`config.mk`:
```
export PLATFORM = sky130hd
export DESIGN_NAME = fpga_ddr3_example_if0_dmaster_b2p
export DESIGN_NICKNAME = d
export VERILOG_FILES = /design/src/rtl/fpga_ddr3_example_if0_dmaster_b2p.sv
export SDC_FILE = /design/constraint.sdc
export NUM_CORES = 1
export LEC_CHECK = 0
export CORE_ASPECT_RATIO = 1.1
export CORE_MARGIN = 3
export CORE_UTILIZATION = 35
export CTS_CLUSTER_DIAMETER = 100
export CTS_CLUSTER_SIZE = 30
export DETAILED_ROUTE_END_ITERATION = 6
export PLACE_DENSITY = 0.69
export SLEW_MARGIN = 20
export SYNTH_ARGS = -nofsm -noshare
export SYNTH_HDL_FRONTEND = slang
export SYNTH_SLANG_ARGS = --single-unit
```
`constraint.sdc`:
```
create_clock -name clk -period 3.6 [get_ports clk]
set_input_delay 0.72 -clock clk [delete_from_list [all_inputs] [get_ports clk]]
set_output_delay 0.72 -clock clk [all_outputs]
set_load 0.02 [all_outputs]
```
`src/rtl/fpga_ddr3_example_if0_dmaster_b2p.sv`:
```
// Bytes-to-packets decoder for the DDR3 debug master byte path.
// It strips 7A/7B/7C/7D control characters from an 8-bit valid/ready stream
// and emits a packet stream with SOP/EOP/channel sideband.
// Ports: clk, reset_n (sync, active low); in_valid/in_data/in_ready (byte in);
// out_valid/out_data/out_startofpacket/out_endofpacket/out_channel/out_ready
// (packet out); overflow_err (sticky: a byte was presented while in_ready low).
// Optional macro FPGA_DDR3_DMASTER_B2P_CHANNEL_EN enables channel decode;
// without it out_channel is tied to 0 and channel value bytes are discarded.
module fpga_ddr3_example_if0_dmaster_b2p #(
    parameter int CHANNEL_WIDTH = 8
) (
    input  logic                     clk,
    input  logic                     reset_n,
    input  logic                     in_valid,
    input  logic [7:0]               in_data,
    output logic                     in_ready,
    output logic                     out_valid,
    output logic [7:0]               out_data,
    output logic                     out_startofpacket,
    output logic                     out_endofpacket,
    output logic [CHANNEL_WIDTH-1:0] out_channel,
    input  logic                     out_ready,
    output logic                     overflow_err
);

    localparam logic [7:0] SOP_C  = 8'h7A;
    localparam logic [7:0] EOP_C  = 8'h7B;
    localparam logic [7:0] CHAN_C = 8'h7C;
    localparam logic [7:0] ESC_C  = 8'h7D;

    logic       esc_q;
    logic       sop_q;
    logic       eop_q;
    logic       chan_q;
    logic       accept;
    logic       ctrl;
    logic       is_esc;
    logic       is_sop;
    logic       is_eop;
    logic       is_chan;
    logic       is_val;
    logic       is_data;
    logic [7:0] val;

    assign in_ready = !out_valid || out_ready;
    assign accept   = in_valid && in_ready;

    // Classify the accepted byte; the cases are mutually exclusive.
    always_comb begin
        is_esc  = 1'b0;
        is_sop  = 1'b0;
        is_eop  = 1'b0;
        is_chan = 1'b0;
        is_val  = 1'b0;
        is_data = 1'b0;
        val     = esc_q ? (in_data ^ 8'h20) : in_data;
        // Unescaped controls win even while a channel value is awaited.
        ctrl    = !esc_q && (in_data >= SOP_C) && (in_data <= ESC_C);
        if (accept) begin
            unique case (1'b1)
                ctrl && (in_data == ESC_C):  is_esc  = 1'b1;
                ctrl && (in_data == SOP_C):  is_sop  = 1'b1;
                ctrl && (in_data == EOP_C):  is_eop  = 1'b1;
                ctrl && (in_data == CHAN_C): is_chan = 1'b1;
                !ctrl && chan_q:             is_val  = 1'b1;
                default:                     is_data = 1'b1;
            endcase
        end
    end

    always_ff @(posedge clk) begin
        if (!reset_n) begin
            esc_q             <= 1'b0;
            sop_q             <= 1'b0;
            eop_q             <= 1'b0;
            chan_q            <= 1'b0;
            out_valid         <= 1'b0;
            out_data          <= 8'h00;
            out_startofpacket <= 1'b0;
            out_endofpacket   <= 1'b0;
            overflow_err      <= 1'b0;
        end else begin
            if (in_valid && !in_ready) begin
                overflow_err <= 1'b1;
            end
            if (out_valid && out_ready) begin
                out_valid <= 1'b0;
            end
            if (is_esc)  esc_q  <= 1'b1;
            if (is_sop)  sop_q  <= 1'b1;
            if (is_eop)  eop_q  <= 1'b1;
            if (is_chan) chan_q <= 1'b1;
            if (is_val) begin
                chan_q <= 1'b0;
                esc_q  <= 1'b0;
            end
            if (is_data) begin
                out_valid         <= 1'b1;
                out_data          <= val;
                out_startofpacket <= sop_q;
                out_endofpacket   <= eop_q;
                sop_q             <= 1'b0;
                eop_q             <= 1'b0;
                esc_q             <= 1'b0;
            end
        end
    end

`ifdef FPGA_DDR3_DMASTER_B2P_CHANNEL_EN
    logic [CHANNEL_WIDTH-1:0] channel_reg;

    always_ff @(posedge clk) begin
        if (!reset_n) begin
            channel_reg <= '0;
            out_channel <= '0;
        end else begin
            if (is_val) begin
                channel_reg <= val[CHANNEL_WIDTH-1:0];
            end
            if (is_data) begin
                out_channel <= channel_reg;
            end
        end
    end
`else
    assign out_channel = '0;
`endif

endmodule
```
; Yosys cells after proc, flatten, opt, wreduce, memory -nomap -nowiden
; Index checks and enable logic that the tools add are counted.
[classes]
n_reduce_logical = 20
n_div = 0
n_eq_ne = 4
n_mux = 15
bitwise_logic = 2
add_sub_neg = 0
shift = 0
magnitude_cmp = 2
n_mul = 0
[op_table]
columns = operator, n
row1 = 8-bit by 7-bit equality test with 1-bit output (second input constant), 4
row2 = 1-bit two-way mux, 14
row3 = 1-bit logical AND, 10
row4 = 8-bit by 7-bit greater-or-equal comparator with 1-bit output (second input constant), 1
row5 = 8-bit by 7-bit <= comparator with 1-bit output (second input constant), 1
row6 = 6-bit two-way mux, 1
row7 = 5-bit OR reduction, 1
row8 = 1-bit zero test, 4
row9 = 2-bit OR reduction, 2
row10 = 3-bit OR reduction, 1
row11 = 1-bit inverter, 2
row12 = 2-bit nonzero test, 1
row13 = 1-bit logical OR, 1
[totals]
output_inout_bits = 21
register_bits = 16
romBits = 0
latch_bits = 0
ramBits = 0
n_memories = 0
input_bits = 12

; Logic depth before layout (Yosys ltp)
[logic_depth]
depth_word = 9
mapped_depth = 6
depth_no_buf = 5

; Worst setup path after synthesis
; OpenSTA, ideal clock, no wires.
[synth_path]
path_type = input -> output
start = input port out_ready
end = output port in_ready
setup_slack_ns = 1.824
stages = 2
required_ns = 2.880
n_path_buf = 0
arrival_time_ns = 1.056
cell_sequence = nor2b_1 inv_1
[synth_between]
elab_chain_len = 1
[synth_rtl]
columns = item, line_no
row1 = "start, declared", 22  ; input logic out_ready,
row2 = 1-bit logical OR, 45  ; assign in_ready = !out_valid || out_ready;
row3 = "end, declared", 16  ; output logic in_ready,
; No other way between the ends.

; Worst setup path after layout
; Ends and elaborated chain as after synthesis.

==> summary.txt <==
hold path depth -> 2
# resized after CTS -> 0
CP dominant cell by count -> clkdlybuf4s50_1
height of the die -> 54.7 µm
total gr overflow -> 0
area of the multi-input gates -> 374 µm²
Peak VDD IR -> 0.000177 V
fmax -> 364 MHz
Total Wirelength -> 1.45 mm
row count -> 17
static leakage -> 0.399 nW
input/output buffers -> 24
all-layer global routing usage -> 0.114
reg2reg path depth -> 4
ANT nets after route -> 0
largest net degree at the start of global routing -> 26
Pins Over Slew Limit -> 0
Root Buffer -> clkbuf_4
drt pass-1 iters -> 4
cells along the critical path -> clkdlybuf4s50_1 -> nor2b_1 -> inv_1 -> clkdlybuf4s50_1
register area share after synthesis -> 0.425
Worst-path clk slew -> 90 ps
HPWL after DPL -> 1.11 mm
type of destination of the critical path -> output pin
RSZ-0062 raised after global routing -> no
CP max stage cell -> clkdlybuf4s50_1
final hold vios -> 0
Starting Density -> 0.373
Buf/Inv on CP -> 3
Final Cycle Share -> 0.764
PwrDens -> 354 nW/µm²
distinct cell type count after synthesis -> 23
via/cell ratio -> 4.59
utilization after layout -> 0.498
Post-Syn Area per Cell -> 9.09 µm²
Post-Synth XOR/XNOR Area -> 0.0232
Compound-Gate Fraction of Synth Area -> 0.0630
YS warnings -> 0
gpl congestion -> 0.710
Synth Area in Adders -> 0
H-tree levels -> 1
instance count on the critical path -> 4
die area -> 2750 µm²
top cells by area, synth -> dfxtp_1 (42%), mux2i_1 (13%), nand2_1 (11%)
Sequential cell area -> 320 µm²
Pwr Total -> 0.357 mW
# clock sinks -> 16
Final nets -> 121
first-pass GRT wire length -> 2.33 mm
Syn-to-layout area delta -> 33.5%
Setup Buffers After CTS -> 0
post-synth top area cell -> dfxtp_1
crit-path leading delay family -> buffers and inverters
crit path DAT -> 2030 ps
setup TNS -> 0 ps
vias post-DR -> 619
final-report setup violation count -> 0
TritonCTS clock tree -> done
hold crit path type -> flip-flop to flip-flop
Remaining DRCs -> 0
Post-Synth Simple-Gate Area -> 0.237
Synth top area share -> 0.425
diode count -> 0
fraction of layout cells with a size suffix above 1 -> 0.0841
Hold-fix buffers, CTS -> 0
Worst Tran Pin Value -> 766 ps
Rel. slew slack -> 0.488
Setup crit start kind -> input port
EDFF count, synth -> 0
Clock Skew -> 7.45 ps
Die X -> 50.3 µm
#FFs+latches synth -> 16
core area -> 2020 µm²
status -> finished, final reports clean
Post-Syn Area -> 754 µm²
Iteration-0 DRC Markers -> 7
ys async rst share -> 0
vias in the first global route -> 551
CP peak stage delay -> 550 ps
IO Count -> 33
Max clock buf depth -> 2
Max Cap Viol -> 0
crit-path max FO -> 4
FILL cells -> 213
top_reg_cell synth -> dfxtp_1
Num CTS Buffers -> 3
wire per inst -> 10.7 µm
multiplexer area fraction after synthesis -> 0.133
worst skew pair latency -> 280 ps
Post-Syn Instances -> 83
post-layout min period -> 2750 ps
Worst EP required -> 2880 ps
largest family of logic cells by synthesized area -> simple AND/OR/NAND/NOR gates
CP Class -> input port to output pin
initial antenna violation count -> 0
worst reg2reg max path, stage by stage, from the launching register on:
cell,delay [ps]
dfxtp_1,310
nor2b_1,160
nor4b_1,670
a41oi_1,230
nor3b_2,190
metal layers:
metal  track usage  share of wire  vias to the layer above  wire length (µm)
met1         0.142           0.46                      287               666
met5             0              0                        -                 0
li1              -              -                      307                 -
met3        0.0272          0.059                        2                85
met2         0.180           0.47                       23               687
met4        0.0691         0.0083                        0                12
synth_stat cells, drive strengths merged (2+ instances only):
cell / instances
nor2: 3
clkbuf: 2
a31oi: 2
buf: 9
nand2: 22
dfxtp: 16
mux2i: 10
nor3b: 2
inv: 2
nor2b: 2
a41oi: 2
kinds of logic after synthesis:
| family | after synthesis |
|---|---|
| AO/OA/AOI/OAI | 7 |
| XOR/XNOR | 2 |
| buffers and inverters | 13 |
| flip-flops | 16 |
| multiplexers | 10 |
| other | 1 |
| AND/OR/NAND/NOR | 34 |
flip-flops by register name, summed over array words and instances (netlist names):
name               count
out_startofpacket      1
out_data               8
out_endofpacket        1
chan_q                 1
eop_q                  1
out_valid              1
sop_q                  1
esc_q                  1
overflow_err           1
stage by stage:
step | hold slack [ps] | instances | instance area, µm² | setup slack (ps)
finish | 460 | 135 | 1010 | 851
detailed placement | 448 | 132 | 985 | 855
global route | 488 | 135 | 1010 | 758
floorplan | 438 | 90 | 781 | 1820
global placement | 444 | 132 | 985 | 926
CTS | 462 | 135 | 1010 | 840
cells in the final DEF, fill, tap and decap left out, types with 2 or more instances in the layout:
cell             netlist  routed
clkdlybuf4s50_1        0      24
nand2_1               22      22
dfxtp_1               16      16
mux2i_1               10      10
conb_1                 1       8
nor2_1                 3       3
clkbuf_4               0       3
nor2b_1                2       2
inv_1                  2       2
a31oi_1                2       2
a41oi_1                2       2
nor3b_2                2       2
path summary, 6_finish.rpt:
path	startpoint	to	slack [ps]
worst min register to register	out_data[6]	out_data[6]	460
worst max register to register	out_valid	eop_q	1980
worst min-delay path	out_data[6]	out_data[6]	460
worst max-delay path	out_ready	in_ready	850
power breakdown:
| part | internal, mW | switching, mW |
|---|---|---|
| Sequential | 0.184 | 0.00340 |
| Combinational | 0.0357 | 0.0409 |
| Clock | 0.0388 | 0.0537 |
| Total | 0.259 | 0.0980 |
final cells by class:
type                       count  share of cell area
multi-input combinational     61               0.371
sequential                    16               0.318
timing repair buffer          25               0.246
tap                           28              0.0348
clock buffer                   3              0.0224
inverter                       2             0.00745
No activity file was read; power rests on OpenSTA's default activity.
